$ cat config.mk
export PLATFORM = sky130hd
export DESIGN_NAME = scan_display_ctrl
export DESIGN_NICKNAME = d
export VERILOG_FILES = /design/src/rtl/scan_display_ctrl.sv
export SDC_FILE = /design/constraint.sdc
export NUM_CORES = 1
export LEC_CHECK = 0
export CAP_MARGIN = 15
export CORE_MARGIN = 10
export CORE_UTILIZATION = 52
export DETAILED_ROUTE_END_ITERATION = 16
export PLACE_DENSITY = 0.88
export SYNTH_ARGS = -nofsm -noshare
export SYNTH_HDL_FRONTEND = slang
export SYNTH_SLANG_ARGS = --single-unit
$ cat constraint.sdc
create_clock -name clk -period 9.2 [get_ports clk]
set_clock_uncertainty 0.2 [all_clocks]
set_input_delay 1.38 -clock clk [delete_from_list [all_inputs] [get_ports clk]]
set_output_delay 1.38 -clock clk [all_outputs]
set_load 0.01 [all_outputs]
$ cat src/rtl/scan_display_ctrl.sv
// Multiplexed segment-display scanner: steps through enabled digits one slot at a time,
// with an anti-ghost blank at the start of each slot and PWM brightness inside it.

module scan_digit_drv #(
    parameter int SEG_W = 7,
    parameter int IDX_W = 3,
    parameter int IDX   = 0
) (
    input  logic             lit,
    input  logic [IDX_W-1:0] scan_idx,
    input  logic [SEG_W-1:0] pattern,
    output logic             sel,
    output logic [SEG_W-1:0] seg_term
);
    assign sel      = lit && (scan_idx == IDX_W'(IDX));
    assign seg_term = sel ? pattern : '0;
endmodule

module scan_display_ctrl #(
    parameter int NUM_DIGITS    = 8,
    parameter int SEG_W         = 7,
    parameter int DIV_W         = 16,
    parameter int BLANK_CYC     = 4,
    parameter int ANODE_ACT_LOW = 1
) (
    input  logic                        clk,
    input  logic                        rst_n,
    input  logic [NUM_DIGITS*SEG_W-1:0] disp_bus,
    input  logic [NUM_DIGITS-1:0]       digit_en,
    input  logic [DIV_W-1:0]            scan_div,
    input  logic [3:0]                  bright,
    output logic [SEG_W-1:0]            segment,
    output logic [NUM_DIGITS-1:0]       anode_ctrl,
    output logic                        frame_start
);
    localparam int IDX_W = $clog2(NUM_DIGITS);
    localparam logic [NUM_DIGITS-1:0] ANODE_OFF = (ANODE_ACT_LOW != 0) ? '1 : '0;

    logic [DIV_W-1:0]                      div_cnt;
    logic [3:0]                            pwm_cnt;
    logic [IDX_W-1:0]                      scan_idx;
    logic [IDX_W-1:0]                      next_idx;
    logic [IDX_W:0]                        cand;
    logic                                  slot_end;
    logic                                  any_en;
    logic                                  lit;
    logic [NUM_DIGITS-1:0][SEG_W-1:0]      digits;
    logic [NUM_DIGITS-1:0][SEG_W-1:0]      seg_terms;
    logic [NUM_DIGITS-1:0]                 sel;
    logic [SEG_W-1:0]                      seg_mux;

    assign digits   = disp_bus;
    assign any_en   = |digit_en;
    // >= rather than == so a shrinking scan_div cannot strand the counter past the end
    assign slot_end = (div_cnt >= scan_div);
    assign lit      = digit_en[scan_idx] && (div_cnt >= DIV_W'(BLANK_CYC)) && (pwm_cnt <= bright);

    // Search upward from scan_idx+1, wrapping; iterating from the far end lets the nearest hit win.
    // k = NUM_DIGITS lands back on scan_idx itself, covering the single-digit case.
    always_comb begin
        next_idx = scan_idx;
        cand     = '0;
        for (int k = NUM_DIGITS; k >= 1; k--) begin
            cand = {1'b0, scan_idx} + (IDX_W+1)'(k);
            if (cand >= (IDX_W+1)'(NUM_DIGITS))
                cand = cand - (IDX_W+1)'(NUM_DIGITS);
            if (digit_en[cand[IDX_W-1:0]])
                next_idx = cand[IDX_W-1:0];
        end
    end

    for (genvar i = 0; i < NUM_DIGITS; i++) begin : g_digit
        scan_digit_drv #(.SEG_W(SEG_W), .IDX_W(IDX_W), .IDX(i)) u_drv (
            .lit      (lit),
            .scan_idx (scan_idx),
            .pattern  (digits[i]),
            .sel      (sel[i]),
            .seg_term (seg_terms[i])
        );
    end

    always_comb begin
        seg_mux = '0;
        for (int i = 0; i < NUM_DIGITS; i++)
            seg_mux = seg_mux | seg_terms[i];
    end

    // Segment and anode leave from the same register stage so they can never skew.
    always_ff @(posedge clk) begin
        if (!rst_n) begin
            div_cnt     <= '0;
            pwm_cnt     <= '0;
            scan_idx    <= '0;
            segment     <= '0;
            anode_ctrl  <= ANODE_OFF;
            frame_start <= 1'b0;
        end else begin
            div_cnt     <= slot_end ? '0 : div_cnt + 1'b1;
            pwm_cnt     <= pwm_cnt + 4'd1;
            if (slot_end && any_en)
                scan_idx <= next_idx;
            frame_start <= slot_end && any_en && (next_idx <= scan_idx);
            segment     <= seg_mux;
            anode_ctrl  <= sel ^ ANODE_OFF;
        end
    end
endmodule
== Word level (Yosys, flattened, before mapping) ==
Index checks and enable logic that the tools add are counted.
Word-level totals
  memories: 0
  logic and storage cells: 118
  register bits: 39
  input bits: 86
  memory bits (writable): 0
  ROM bits: 0
  bits in latches: 0
  output and inout port bits: 16
Cells by class
  mux-type cells: 42
  divide/modulo/power cells: 0
  eq/ne operators: 7
  reduce and logical (&&, ||, !) cells: 15
  shifts and indexed selects: 0
  add/sub/neg operators: 18
  $lt $le $gt $ge: 21
  $mul: 0
  bitwise gates (word level): 9
Operator list (count)
  7-bit 2-to-1 mux: 8
  7-bit bitwise OR: 7
  3-bit 2-to-1 mux: 16
  3-bit by 4-bit < comparator with 1-bit output, second input constant: 9
  4-bit greater-or-equal comparator, second input constant: 8
  1-bit binary-select mux with 3-bit select: 9
  3-bit by 1-bit subtractor with 3-bit output, second input constant: 8
  16-bit by 1-bit adder with 16-bit output, second input constant: 1
  3-bit by 3-bit adder with 4-bit output, second input constant: 4
  16-bit greater-or-equal comparator: 1
  16-bit by 3-bit greater-or-equal comparator with 1-bit output, second input constant: 1
  3-bit == test, second input constant: 4
  1-bit logical AND: 12
  1-bit 2-to-1 mux: 9
  3-bit by 2-bit adder with 4-bit output, second input constant: 2
  8-bit inverter: 1
  8-bit OR reduction: 1
  3-bit by 2-bit == test with 1-bit output, second input constant: 2
  3-bit by 1-bit adder with 4-bit output, second input constant: 1
  3-bit by 4-bit adder with 4-bit output, second input constant: 1
  4-bit by 1-bit adder with 4-bit output, second input constant: 1
  4-bit less-or-equal comparator: 1
  3-bit by 1-bit == test with 1-bit output, second input constant: 1
  3-bit less-or-equal comparator: 1
  3 further kinds: 3

== Logic depth before layout (Yosys ltp) ==
  depth after elaboration: 15
  gate-level depth with buffers: 17
  depth with buffers taken out: 14

== Modules after synthesis ==
A second synthesis with hierarchy kept.
Second synthesis, totals
  cell total of the unflattened synthesis: 401
  area, all modules: 3530.9 um2
Modules (own cells, without submodules)
  scan_display_ctrl: seq. area each 780.7 um2, area each 3017.9 um2, instances 1, cells an instance 333
  scan_digit_drv at g_digit[3].u_drv ...: seq. area each 0.0 um2, area each 65.1 um2, instances 3, cells an instance 9
  scan_digit_drv at g_digit[1].u_drv ...: seq. area each 0.0 um2, area each 56.3 um2, instances 3, cells an instance 8
  scan_digit_drv at g_digit[7].u_drv: seq. area each 0.0 um2, area each 81.3 um2, instances 1, cells an instance 9
  scan_digit_drv at g_digit[0].u_drv: seq. area each 0.0 um2, area each 67.6 um2, instances 1, cells an instance 8

== Worst setup path before layout ==
OpenSTA, ideal clock, no wires.
  path kind: reg2reg
  from: register scan_idx[1]
  to: register frame_start
  setup slack: 5428 ps
  data arrival time: 3494 ps
  period minus slack after synthesis: 3772 ps
  stages on the path, launching flop included: 16
  path through: dfxtp_1 buf_2 clkbuf_1 inv_1 ha_1 mux4_2 mux2i_1 inv_1 or3_1 a21oi_1 o31ai_2 ha_1 a21o_1 a21oi_1 a31oi_1 nor3_1
Between the ends
  cells in the longest elaborated chain, start to end: 15
  elaborated cells between the ends (all ways): 58
  classes of those cells: add/sub (16); order compare (9); mux (32); reduce/logical (1)
Ends and longest elaborated chain
  from (decl): RTL line 41  | logic [IDX_W-1:0] scan_idx;
  from (signal assigned): RTL line 101  | scan_idx <= next_idx;
  3-bit by 4-bit adder with 4-bit output: RTL line 64  | cand = {1'b0, scan_idx} + (IDX_W+1)'(k);
  4-bit greater-or-equal comparator or 3-bit by 1-bit subtractor with 3-bit output (tied branches): RTL line 65, 66
  3-bit 2-to-1 mux: RTL line 65  | if (cand >= (IDX_W+1)'(NUM_DIGITS))
  1-bit binary-select mux with 3-bit select: RTL line 67  | if (digit_en[cand[IDX_W-1:0]])
  1-bit 2-to-1 mux (not written as such): RTL line 67
  3-bit 2-to-1 mux (7 in a row): RTL line 67
  3-bit 2-to-1 mux *: RTL line 67
  named net next_idx[1]: RTL line 42  | logic [IDX_W-1:0] next_idx;
  3-bit less-or-equal comparator *: RTL line 102  | frame_start <= slot_end && any_en && (next_idx <= scan_idx);
  1-bit logical AND *: RTL line 102
  to (signal assigned): RTL line 102
  to (decl): RTL line 34  | output logic frame_start
The timed path passes the listed nets; every way through them passes the cells marked *. The select of a mux whose other input is x is not followed.
A chain may end at the register's enable or synchronous reset.

== Worst setup path in the final report ==
Same ends and word-level chain as after synthesis.

==> results.md <==
- Min cycle time layout: 4623 ps
- Die W: 100.6 um
- Clk network pwr share: 36.1%
- Starting Density: 53.45%
- Clock Pin Slew Worst Setup and Hold Paths: 70 ps
- GRT overflow: 0
- Placed Cells: 572
- Post-Syn Area: 3374 sq um
- Max-cap violation count: 0
- Switching share of power: 24.57%
- Share of cells above drive strength 1: 6.561%
- Postcts setup bufs: 0
- Critical Path Fanout Max: 19
- Top Ports: 102
- Via-to-Cell Ratio: 6.057
- Antenna violations before repair: 0
- Die Ht: 100.6 um
- Number of flops mapped to enable cells by yosys: 0
- Core area: 6314 sq um
- Critical Path End Type: flop
- Warnings from Yosys: 0
- CTS Buf Count: 5
- CTS max path bufs: 2
- Sequential Power Share: 42.0%
- DRT Pass-1 Iters: 4
- Synth unique cells: 52
- Gp weighted congestion: 0.9154
- Drt total wl: 10280 um
- DRC: 0
- Combinational Power Share: 21.8%
- Worst setup path category: flop to flop
- Final HPWL DP: 8222 um
- Ratio of final minimum period to clock period: 50.25%
- Pin count of the biggest net entering global routing: 21
- Placed inst area: 4410 sq um
- Site Rows: 29
- Vias in the first global route: 3526
- Run status: complete, no violations
- Syn nets: 530
- Post-route setup TNS: 0 ps
- Final setup viols: 0
- Final hold vios: 0
- ANT cells: 0
- Post-route cell area: 4528 sq um
- Place WS: 4693 ps
- Starting DRC count in detailed routing: 215
- Startpoint Class: flop
- Main flop type after synthesis: dfxtp_1
- Post-route insts no fill: 580
- Leakage power: 0.001892 uW
- RSZ-0062 raised after global routing: false
- Final worst slack: 4577 ps
- Final net count: 621
- Worst slew pin tran: 885.9 ps
- Clock Sinks: 39
- Syn avg cell area: 8.210 sq um
- TritonCTS clock tree: built
- Layout area overhead: 34.19%
- Post-CTS Hold Fix Bufs: 0
- Net switching power: 101.8 uW
- Clk Tree Root Cell: clkbuf_8
- First-pass GRT wire length: 16530 um
- Synthesis-stage register bit count: 39
- Slew Limit Fails: 0
- Ys async rst share: 0%
- Mapped Cells: 411
- Worst IR Drop VDD: 63.64 uV
- WHS: 268.9 ps
- Worst EP required: 9210 ps
- Pint: 312.4 uW
- Clock latency on the worst-skew pair: 290 ps
- Register area share after synthesis: 23.14%
- GR Util All Layers: 19.50%
- DRT antenna net count: 0
- WL/cell: 17.72 um
- CP Data Arrival Time: 4630 ps
- Max_slew headroom: 40.76%
- Fmax achieved: 0.2163 GHz
- Post-CTS sizing: 0
- Power Dens Cells: 91.47 nW/um^2
- Count of port buffers added during placement: 101
- H-tree levels: 2
- Hold Crit Class: flop to flop
- Vias: 3513
- Total die area: 10110 sq um
[cell families after synthesis]
kind of cell	share of synthesized area, %
AND/OR/NAND/NOR	22.25
multiplexers	12.09
AO/OA/AOI/OAI	17.69
XOR/XNOR	4.931
adder cells (fa/ha/maj)	12.24
buffers and inverters	7.675
flip-flops	23.14
[power by group through the flow]
stage          Clock, uW  Sequential, uW  Combinational (uW)
6_report             150             174                90.4
5_1_grt              157             175                98.7
4_1_cts              150             174                90.0
3_5_place_dp           0             178                89.2
3_3_place_gp           0             178                85.9
2_1_floorplan          0             178                39.7
[placed cells by master (no fill, tap or decap), types with 12 or more instances in the layout]
| cell | synthesis | final |
|---|---|---|
| clkdlybuf4s50_1 | 0 | 101 |
| inv_1 | 47 | 47 |
| dfxtp_1 | 39 | 39 |
| nand2_1 | 37 | 37 |
| nor2_1 | 33 | 33 |
| ha_1 | 33 | 33 |
| nand3_1 | 18 | 18 |
| a21oi_1 | 17 | 17 |
| o22ai_1 | 13 | 13 |
| nand4_1 | 12 | 12 |
| nand4b_1 | 12 | 12 |
[layout make-up]
class / instances / area [sq um]
Clock buffer: 6 / 82.58
Clock inverter: 2 / 35.03
Fill cell: 487 / 1785
Inverter: 48 / 180.2
Multi-Input combinational cell: 306 / 2335
Sequential cell: 39 / 780.7
Tap cell: 77 / 96.34
Timing Repair Buffer: 102 / 1018
[cell usage after synthesis (all sizes together) (3+ instances only)]
cell type	instances	share of area [%]
inv	47	5.2
dfxtp	39	23
nand2	37	4.1
ha	33	12
nor2	33	3.7
nand3	18	2.7
a21oi	17	2.5
clkbuf	14	1.6
o22ai	13	2.4
mux4	12	8.1
nand4	12	2.2
nand4b	12	3.1
and3	10	1.9
o21ai	10	1.5
xor2	10	2.6
xnor2	9	2.3
a21o	6	1.3
mux2	6	2.1
and2	5	0.93
mux2i	5	1.9
nor2b	5	0.93
nor4	5	0.93
o221ai	5	1.3
o31a	5	1.3
buf	4	0.78
a22o	3	0.78
a22oi	3	0.67
nand2b	3	0.56
o211ai	3	0.67
or2	3	0.56
[final timing paths]
kind | from | endpoint | slack [ps] | cells past startpoint
max | scan_idx[1]$_SDFFE_PN0P_ | frame_start$_SDFF_PN0_ | 4580 | 13
min | pwm_cnt[0]$_SDFF_PN0_ | pwm_cnt[0]$_SDFF_PN0_ | 270 | 1
max reg2reg | scan_idx[1]$_SDFFE_PN0P_ | frame_start$_SDFF_PN0_ | 4580 | 13
min reg2reg | pwm_cnt[0]$_SDFF_PN0_ | pwm_cnt[0]$_SDFF_PN0_ | 270 | 1
[critical path, stage by stage (launching register included)]
cell	delay [ps]
dfxtp_1	860
inv_1	320
ha_1	730
mux4_2	570
mux2i_1	290
inv_1	90
or3_1	340
a21oi_1	200
o31ai_2	120
ha_1	310
a21o_1	160
a21oi_1	160
a31oi_1	60
nor3_1	120
[stage by stage]
step / power (uW) / utilization, %
2_1_floorplan: 217.5 / -
3_3_place_gp: 263.9 / 69.86
3_5_place_dp: 267.4 / 69.86
4_1_cts: 414.1 / 71.72
5_1_grt: 430.0 / 71.72
6_report: 414.2 / 71.72
[per-layer routing]
metal | global-route usage [%] | up-vias | part of all wire (%)
met2 | 35.16 | 148 | 52
met3 | 3.841 | 22 | 5.8
met4 | 7.609 | 0 | 2.9
met1 | 21.91 | 1671 | 40
met5 | 0 | - | 0
li1 | - | 1672 | -
[registers in the layout (all words and copies together), names as in the netlist]
register / cells
anode_ctrl: 8
div_cnt: 16
frame_start: 1
pwm_cnt: 4
scan_idx: 3
segment: 7
Note: power is estimated with default switching activity, not from simulation.
